### src/rtl/systolic_drain.sv
`default_nettype none
// +----------------------------------------------------------------------------+
// | systolic_drain: snapshots the C accumulators, clears the array, and        |
// | streams results row-major over valid/ready.   Rev 1.0                      |
// +----------------------------------------------------------------------------+
module systolic_drain #(
  parameter int ARRAY_WIDTH  = 2,
  parameter int ARRAY_HEIGHT = 2,
  parameter int DATA_WIDTH   = 8,
  localparam int RW = (ARRAY_HEIGHT > 1) ? $clog2(ARRAY_HEIGHT) : 1,
  localparam int CW = (ARRAY_WIDTH > 1) ? $clog2(ARRAY_WIDTH) : 1
) (
  input  logic                      clk,
  input  logic                      reset,
  input  logic                      start,
  input  logic [2*DATA_WIDTH-1:0]   c_array_input [ARRAY_HEIGHT][ARRAY_WIDTH],
  output logic                      array_reset_n [ARRAY_HEIGHT][ARRAY_WIDTH],
  output logic                      busy,
  output logic                      out_valid,
  input  logic                      out_ready,
  output logic [2*DATA_WIDTH-1:0]   out_data,
  output logic [RW-1:0]             out_row,
  output logic [CW-1:0]             out_col,
  output logic                      out_last
);

  localparam logic [RW-1:0] C_LAST_ROW = RW'(ARRAY_HEIGHT - 1);
  localparam logic [CW-1:0] C_LAST_COL = CW'(ARRAY_WIDTH - 1);

  typedef enum logic [0:0] {
    IDLE   = 1'b0,
    STREAM = 1'b1
  } state_t;

  state_t                  r_state;
  state_t                  w_state_next;
  logic [RW-1:0]           r_row;
  logic [CW-1:0]           r_col;
  logic                    r_clr_n;
  logic [2*DATA_WIDTH-1:0] r_snap [ARRAY_HEIGHT][ARRAY_WIDTH];

  logic w_accept;
  logic w_xfer;
  logic w_at_last;

  assign w_accept  = (r_state == IDLE) && start;
  assign w_xfer    = (r_state == STREAM) && out_ready;
  assign w_at_last = (r_row == C_LAST_ROW) && (r_col == C_LAST_COL);

  always_ff @(posedge clk) begin
    if (reset) begin
      r_state <= IDLE;
    end else begin
      r_state <= w_state_next;
    end
  end

  always_comb begin
    w_state_next = r_state;
    case (r_state)
      IDLE:    if (start) w_state_next = STREAM;
      STREAM:  if (out_ready && w_at_last) w_state_next = IDLE;
      default: w_state_next = IDLE;
    endcase
  end

  // Counters walk row-major; a degenerate dimension simply never leaves 0.
  always_ff @(posedge clk) begin
    if (reset) begin
      r_row   <= '0;
      r_col   <= '0;
      r_clr_n <= 1'b1;
    end else begin
      r_clr_n <= !w_accept;
      if (w_accept) begin
        r_row <= '0;
        r_col <= '0;
      end else if (w_xfer) begin
        if (w_at_last) begin
          r_row <= '0;
          r_col <= '0;
        end else if (r_col == C_LAST_COL) begin
          r_col <= '0;
          r_row <= r_row + RW'(1);
        end else begin
          r_col <= r_col + CW'(1);
        end
      end
    end
  end

  // Snapshot needs no reset; it is only read while streaming.
  always_ff @(posedge clk) begin
    if (!reset && w_accept) begin
      for (int r = 0; r < ARRAY_HEIGHT; r++) begin
        for (int c = 0; c < ARRAY_WIDTH; c++) begin
          r_snap[r][c] <= c_array_input[r][c];
        end
      end
    end
  end

  assign busy      = (r_state == STREAM);
  assign out_valid = busy;
  assign out_row   = r_row;
  assign out_col   = r_col;
  assign out_data  = busy ? r_snap[r_row][r_col] : '0;
  assign out_last  = busy && w_at_last;

  for (genvar gr = 0; gr < ARRAY_HEIGHT; gr++) begin : g_rst_row
    for (genvar gc = 0; gc < ARRAY_WIDTH; gc++) begin : g_rst_col
      assign array_reset_n[gr][gc] = r_clr_n;
    end
  end

endmodule
`default_nettype wire

### config.mk
export PLATFORM = sky130hd
export DESIGN_NAME = systolic_drain
export DESIGN_NICKNAME = d
export VERILOG_FILES = /design/src/rtl/systolic_drain.sv
export SDC_FILE = /design/constraint.sdc
export NUM_CORES = 1
export LEC_CHECK = 0
export BUFFER_PORTS_ARGS = -buffer_cell sky130_fd_sc_hd__buf_2
export CORE_MARGIN = 5
export CORE_UTILIZATION = 40
export DETAILED_ROUTE_END_ITERATION = 12
export PLACE_DENSITY_LB_ADDON = 0.08
export SLEW_MARGIN = 10
export SYNTH_ARGS = -nofsm -noshare
export SYNTH_HDL_FRONTEND = slang
export SYNTH_SLANG_ARGS = --single-unit
### constraint.sdc
create_clock -name clk -period 2.82 [get_ports clk]
set_input_delay 0.282 -clock clk [delete_from_list [all_inputs] [get_ports clk]]
set_output_delay 0.282 -clock clk [all_outputs]
set_load 0.01 [all_outputs]
==> metrics, run 1 <==
outcome=complete, no violations; P_leak=0.00132 uW; Die H=91.7 um; Critical Path RT=2.54 ns; RD Place Congestion=0.657; Hold Path Class=in -> reg; Netlist cell types=21; Final Util=52.6%; Mapped Cells=125; initial core utilization=41.6%; sequential area share after synthesis=75.7%; pre-CTS WS=0.769 ns; crit-path leading delay family=flip-flops; Yosys warning count=0; post-route ant nets=0; DP Wirelength=3.50 mm; PD cells=638 nW/um2; Area Growth Syn to Fin=26.5%; Die W=91.7 um; CTS tree=yes; Resized Gates After CTS=0; WL per Instance=16.1 um; Die Area=8410 um2; IO Count=93; worst path cell trace=buf_4 -> mux4_2 -> and2_1 -> buf_2; Vias/cell=4.77; drt initial violations=38; Crit Path Max Fanout=9; Placeable Area=6420 um2; clock sink count=69; Synth Area per Inst=21.4 um2; Net Count, Synth=193; CTS clock-pin slew for the worst setup and hold paths=0.07 ns; Num CTS Buffers=9; final worst slack=0.480 ns; final setup violating endpoints=0; n_diodes=0; htree depth=3; drt first pass iters=4; Critical Path Max Stage Delay=0.59 ns; Slowest-stage cell, CP=dfxtp_1; Worst Path Buf+Inv=2; largest net degree at the start of global routing=33; Fmax=427 MHz; Std-Cell Rows=29; CP endpoint kind=output pin; Root Buffer=clkbuf_8; layout cell share with drive strength beyond 1=54.0%; Worst VDD drop=0.000325 V; drt total wl=4.89 mm; DRC viols=0; Critical Setup Path Class=reg -> out; total track usage=12.1%; part of the cycle the worst path needs=83.0%; Least-Margin Pin Slew=0.769 ns; IO buf count=92; vias in the first global route=1566; first-pass GRT wire length=7.53 mm; Slew Viols, Final=0; Mapped Area=2670 um2; initial antenna violation count=0; Startpoint Class=flop; grt ovf=0; #FFs+latches synth=69; Setup Skew=0.00761 ns; unrepaired setup endpoints after global routing=false; CTS Hold Bufs=0; Clk Latency, worst-skew pair=0.33 ns; final hold violations=0; max_slew headroom=48.7%; Max Cap Viol=0; routed via count=1445; Post-CTS Setup Bufs=0; Max clock buf depth=2; TNS Setup=0 ns; Arrival @ worst endpoint=2.06 ns; nets=289; fin crit period=2.34 ns; Tot Pwr=2150 uW
-- placed cells by master, fill, tap and decap left out, drive strengths merged --
| master | instances |
|---|---|
| and3 | 1 |
| or3b | 1 |
| bufinv | 2 |
| inv | 1 |
| mux4 | 16 |
| and2 | 16 |
| a211oi | 1 |
| edfxtp | 64 |
| o21ai | 2 |
| nand3b | 1 |
| nor2b | 1 |
| nor2 | 1 |
| clkbuf | 11 |
| clkinv | 3 |
| buf | 96 |
| a21boi | 1 |
| nand4b | 1 |
| dfxtp | 5 |
| a21oi | 2 |
-- layer usage --
metal	wire, um	track usage (%)	share of wire [%]	up-vias
met5	0	0	0	-
met4	89	7.80	1.8	0
met3	351	3.76	7.2	8
li1	-	-	-	690
met1	1920	13.4	39	691
met2	2530	20.4	52	56
-- logic make-up (layout without fill, tap and decap cells) --
kind of cell	Yosys count	after routing	synth area share (%)
buf+inv	12	113	3.33
mux	16	16	14.3
simple gates	22	22	5.30
compound gates	6	6	1.31
flops	69	69	75.7
-- Yosys cell counts --
master | instances | area [um2]
edfxtp_1 | 64 | 1920
and2_1 | 16 | 100
mux4_2 | 10 | 225
mux4_1 | 6 | 158
buf_4 | 5 | 37.5
dfxtp_1 | 5 | 100
clkbuf_1 | 3 | 11.3
a21oi_1 | 2 | 10.0
o21ai_0 | 2 | 10.0
a211oi_1 | 1 | 7.51
a21boi_0 | 1 | 7.51
and3_1 | 1 | 6.26
buf_12 | 1 | 20.0
buf_2 | 1 | 5.00
buf_6 | 1 | 11.3
inv_1 | 1 | 3.75
nand3b_1 | 1 | 7.51
nand4b_1 | 1 | 8.76
nor2_1 | 1 | 3.75
nor2b_1 | 1 | 6.26
or3b_2 | 1 | 8.76
-- worst paths after layout --
path	startpoint	end	slack, ns	depth (start not counted)
setup / recovery	flop	out_data[10]	0.48	4
hold / removal	c_array_input[31]	r_snap[1][31]	0.12	1
setup reg to reg	busy	r_snap[1][2]	0.87	3
hold reg to reg	out_row	out_row	0.57	2
-- area by class of cell --
type                    count  area [um2]
repair buffers             96         490
inverters                   1        3.75
fillers                   551        3040
clock inverters             5        75.1
well taps                  77        96.3
flip-flops and latches     69        2020
multi-input cells          44         559
clock buffers              11         131
-- metrics by stage --
stage,hold WS (ns),cells,area [um2]
2_1_floorplan,0.351,125,2670
3_3_place_gp,0.458,287,3170
3_5_place_dp,0.460,287,3170
4_1_cts,0.0985,303,3380
5_1_grt,0.0955,303,3380
6_report,0.118,303,3380
-- power breakdown --
| part | switching [uW] | leakage [uW] | internal, uW |
|---|---|---|---|
| registers | 17.3 | 0.000634 | 1160 |
| logic | 59.3 | 0.000577 | 74.0 |
| clock network | 346 | 0.000107 | 494 |
| total | 423 | 0.00132 | 1730 |
-- worst reg2reg max path, delay by kind of cell, from the launching register on --
family        cells  cell delay (ns)
buf+inv           2             0.42
flops             1             0.57
simple gates      1             0.59
-- state kept, by name (all words and copies together) (netlist names), named ones only --
register	cells
busy	1
out_col	1
out_row	1
r_clr_n	1
r_snap	64
Note: power is estimated with default switching activity, not from simulation.
==> run 2, diff against run 1 <==
clock period = 2.3 ns   (was 2.82 ns; I/O delays follow)
==> run 2 against run 1 <==
Setup slack lost 0.12 ns. Final area shrank 1.2%. Die area unchanged. Largest cell class unchanged.
==> metrics, run 2 (synthesis gave the netlist of run 1 again) <==
DP Wirelength=3.61 mm; Final Instance Area=3340 um2; Resized Gates After CTS=0; largest net degree at the start of global routing=33; Reg with most FFs=r_snap; CTS Hold Bufs=0; Tot Pwr=2380 uW; TNS Setup=0 ns; drt total wl=5.07 mm; max_slew headroom=73.8%; unrepaired setup endpoints after global routing=false; final hold violations=0; Area Growth Syn to Fin=25.0%; first-pass GRT wire length=7.73 mm; Placeable Area=6420 um2; Die W=91.7 um; Die H=91.7 um; CP endpoint kind=output pin; RD Place Congestion=0.719; P_leak=0.00129 uW; layout cell share with drive strength beyond 1=52.9%; htree depth=3; Die Area=8410 um2; drt first pass iters=4; Critical Path Max Stage Delay=0.51 ns; Fmax=517 MHz; WL per Instance=16.7 um; part of the cycle the worst path needs=84.1%; Worst VDD drop=0.000513 V; Critical Path RT=2.07 ns; outcome=complete, no violations; worst path cell trace=buf_4 -> mux4_2 -> and2_1 -> buf_2; final setup violating endpoints=0; Max clock buf depth=2; Final Util=52.0%; Area after DPL=3190 um2; Largest register FFs=64; beginning of the worst register-to-register path=busy; IO buf count=92; Crit Path Max Fanout=9; Critical Setup Path Class=reg -> out; Clk Latency, worst-skew pair=0.32 ns; Startpoint Class=flop; clock sink count=69; Slowest-stage cell, CP=mux4_2; total track usage=12.5%; IO Count=93; Root Buffer=clkbuf_8; Arrival @ worst endpoint=1.70 ns; DRC viols=0; Post-CTS Setup Bufs=0; CTS clock-pin slew for the worst setup and hold paths=0.06 ns; n_diodes=0; Vias/cell=4.87; initial core utilization=41.6%; Setup Skew=0.00320 ns; drt initial violations=89; Num CTS Buffers=9; nets=291; Std-Cell Rows=29; Least-Margin Pin Slew=0.394 ns; initial antenna violation count=0; fin crit period=1.93 ns; routed via count=1481; most frequent cells in the layout=buf_2, edfxtp_1, and2_1; flop2flop setup slack=0.68 ns; CTS tree=yes; Hold Path Class=in -> reg; post-route ant nets=0; commonest non-fill, non-tap cell in the layout=buf_2; PD cells=714 nW/um2; vias in the first global route=1622; grt ovf=0; Max Cap Viol=0; pre-CTS WS=0.640 ns; Slew Viols, Final=0; worst hold start=c_array_input[21]; final worst slack=0.365 ns
[run 2: cell type report]
type	instances	area, um2
Clock inverter	4	16.3
Inverter	1	7.51
Tap cell	77	96.3
Fill cell	563	3080
Timing Repair Buffer	98	505
Clock buffer	11	131
Multi-Input combinational cell	44	559
Sequential cell	69	2020
[run 2: per-stage QoR]
step / instances / hold WS (ns)
final: 304 / 0.0761
after global routing: 304 / 0.0500
after CTS: 304 / 0.0548
after detailed placement: 289 / 0.408
after global placement: 289 / 0.406
after floorplan: 125 / 0.299
[run 2: worst max-delay path: cells and delay by family, from the launching register on]
| family | cells | cell delay, ns |
|---|---|---|
| DFF | 1 | 0.33 |
| muxes | 1 | 0.51 |
| buffers and inverters | 2 | 0.37 |
| and+or+nand+nor | 1 | 0.17 |
[run 2: final timing paths]
kind	end	cells after the start
worst max-delay path	out_data[7]	4
worst min-delay path	r_snap[1][21]	1
worst max register to register	r_snap[0][26]	3
worst min register to register	r_clr_n	1
[run 2: power by group]
group	total [uW]	switching [uW]	internal, uW
logic	179	86.4	92.6
registers	1440	10.2	1430
clock network	766	393	373
total	2380	490	1890
[run 2: layer usage]
layer  wire, um  global-route usage (%)  up-vias
met5          0                       0        -
met4        106                    7.30        0
met3        390                    4.09        9
met2       2650                    21.2       59
met1       1910                    13.8      721
li1           -                       -      692
==> run 3, diff against run 2 <==
clock period = 1.7 ns   (was 2.3 ns; I/O delays follow)
==> run 3 against run 2 <==
Register-to-register slack worse by 0.35 ns. Non-clock buffer count is 60 higher. Total power grew 65%. Combinational power increased by 120%. Highest routed layer unchanged. Sequential share of layout area shrank 12 points. Count of clock-buffer cells in the layout down 2. The run now ends with negative setup slack left. Largest power group unchanged. Via count grew 14%. Setup slack worse by 0.48 ns. Sequential power is 35% higher.
==> metrics, run 3 (synthesis gave the netlist of run 1 again) <==
outcome=complete, but fails checks; failing checks=negative setup slack; Worst VDD drop=0.000673 V; part of the cycle the worst path needs=107%; drt initial violations=52; CTS tree=yes; first-pass GRT wire length=9.06 mm; CP endpoint kind=output pin; Startpoint Class=flop; Die Area=8410 um2; nets=351; Reg with most FFs=r_snap; htree depth=3; RD Place Congestion=0.702; Top Metal Used=met4; Largest register FFs=64; initial core utilization=41.6%; hold_ws=0.0215 ns; register share of total power=49.3%; final setup violating endpoints=16; area of the multi-input gates=559 um2; Setup Skew=0.00911 ns; IO Count=93; Area after DPL=3230 um2; drt total wl=5.74 mm; Post-CTS Setup Bufs=0; Final Instance Area=4160 um2; Clk Latency, worst-skew pair=0.34 ns; largest net degree at the start of global routing=35; routed via count=1694; cell internal pwr=3160 uW; Arrival @ worst endpoint=1.65 ns; initial antenna violation count=0; PD cells=947 nW/um2; Critical Setup Path Class=reg -> out; most frequent cells in the layout=buf_2, edfxtp_1, dlygate4sd3_1; Area Growth Syn to Fin=55.7%; drt first pass iters=4; DP Wirelength=3.57 mm; Hold Path Class=in -> reg; Metal-1 WL=2.19 mm; CTS clock-pin slew for the worst setup and hold paths=0.07 ns; Placeable Area=6420 um2; Least-Margin Pin Slew=0.237 ns; final hold violations=0; vias in the first global route=1891; n_diodes=0; flop2flop setup slack=0.33 ns; P_leak=0.00160 uW; final worst slack=-0.116 ns; Vias/cell=4.64; Crit Path Max Fanout=9; commonest non-fill, non-tap cell in the layout=buf_2; Max Cap Viol=0; metal3 WL=304 um; Final Util=64.7%; Die H=91.7 um; Seq. cell area=2030 um2; post-route ant nets=0; grt ovf=0; Critical Path RT=1.53 ns; Gate power share=9.9%; TNS Setup=-1.47 ns; Num CTS Buffers=9; Fmax=551 MHz; metal2 WL=3.15 mm; Slew Viols, Final=0; sw frac=19.9%; P_sw=784 uW; clock network power share=40.7%; unrepaired setup endpoints after global routing=true; max_slew headroom=84.2%; Tot Pwr=3940 uW; total of fill cells in the finished design=474; Max clock buf depth=2; worst hold start=c_array_input[23]; Root Buffer=clkbuf_8; total track usage=14.4%; Die W=91.7 um; DRC viols=0; clock sink count=69; IO buf count=92; layout cell share with drive strength beyond 1=49.3%; WL per Instance=15.7 um; Std-Cell Rows=29; beginning of the worst register-to-register path=busy; fin crit period=1.82 ns
[run 3: stage by stage]
stage | setup WS (ns) | instances
2_1_floorplan | -0.0964 | 125
3_3_place_gp | 0.166 | 289
3_5_place_dp | 0.142 | 289
4_1_cts | -0.150 | 361
5_1_grt | -0.185 | 365
6_report | -0.116 | 365
[run 3: final timing paths]
path,end,cells past startpoint
max,out_data[11],4
min,r_snap[1][23],1
min reg2reg,r_clr_n,1
max reg2reg,r_snap[0][10],3
[run 3: power by group through the flow]
stage               Combinational [uW]  Clock [uW]  Sequential, uW
finish                             391        1600            1940
global route                       422        1730            1950
floorplan                          117           0            1980
global placement                   249           0            1980
CTS                                370        1650            1940
detailed placement                 256           0            1980
[run 3: layout make-up]
cell class,count,share of cell area [%]
multi-input combinational,44,13.5
inverter,1,0.181
clock buffer,9,2.98
clock inverter,7,2.95
timing repair buffer,158,29.3
tap,77,2.32
sequential,69,48.8
[run 3: what timing repair did]
item / CTS / global route
hold endpoints to repair: 56 / 4
resized for setup: 19 / 11
pin swaps: 4 / 0
setup endpoints to repair: 16 / 16
hold buffers: 56 / 4
[run 3: worst max-delay path, stage by stage, from the launching register on]
cell	delay (ns)
dfxtp_4	0.37
buf_12	0.14
mux4_2	0.51
and2_4	0.18
buf_6	0.11
[run 3: per-layer routing]
layer	global-route usage, %	up-vias
li1	-	807
met1	15.3	823
met2	26.0	55
met3	4.50	9
met4	7.05	0
met5	0	-
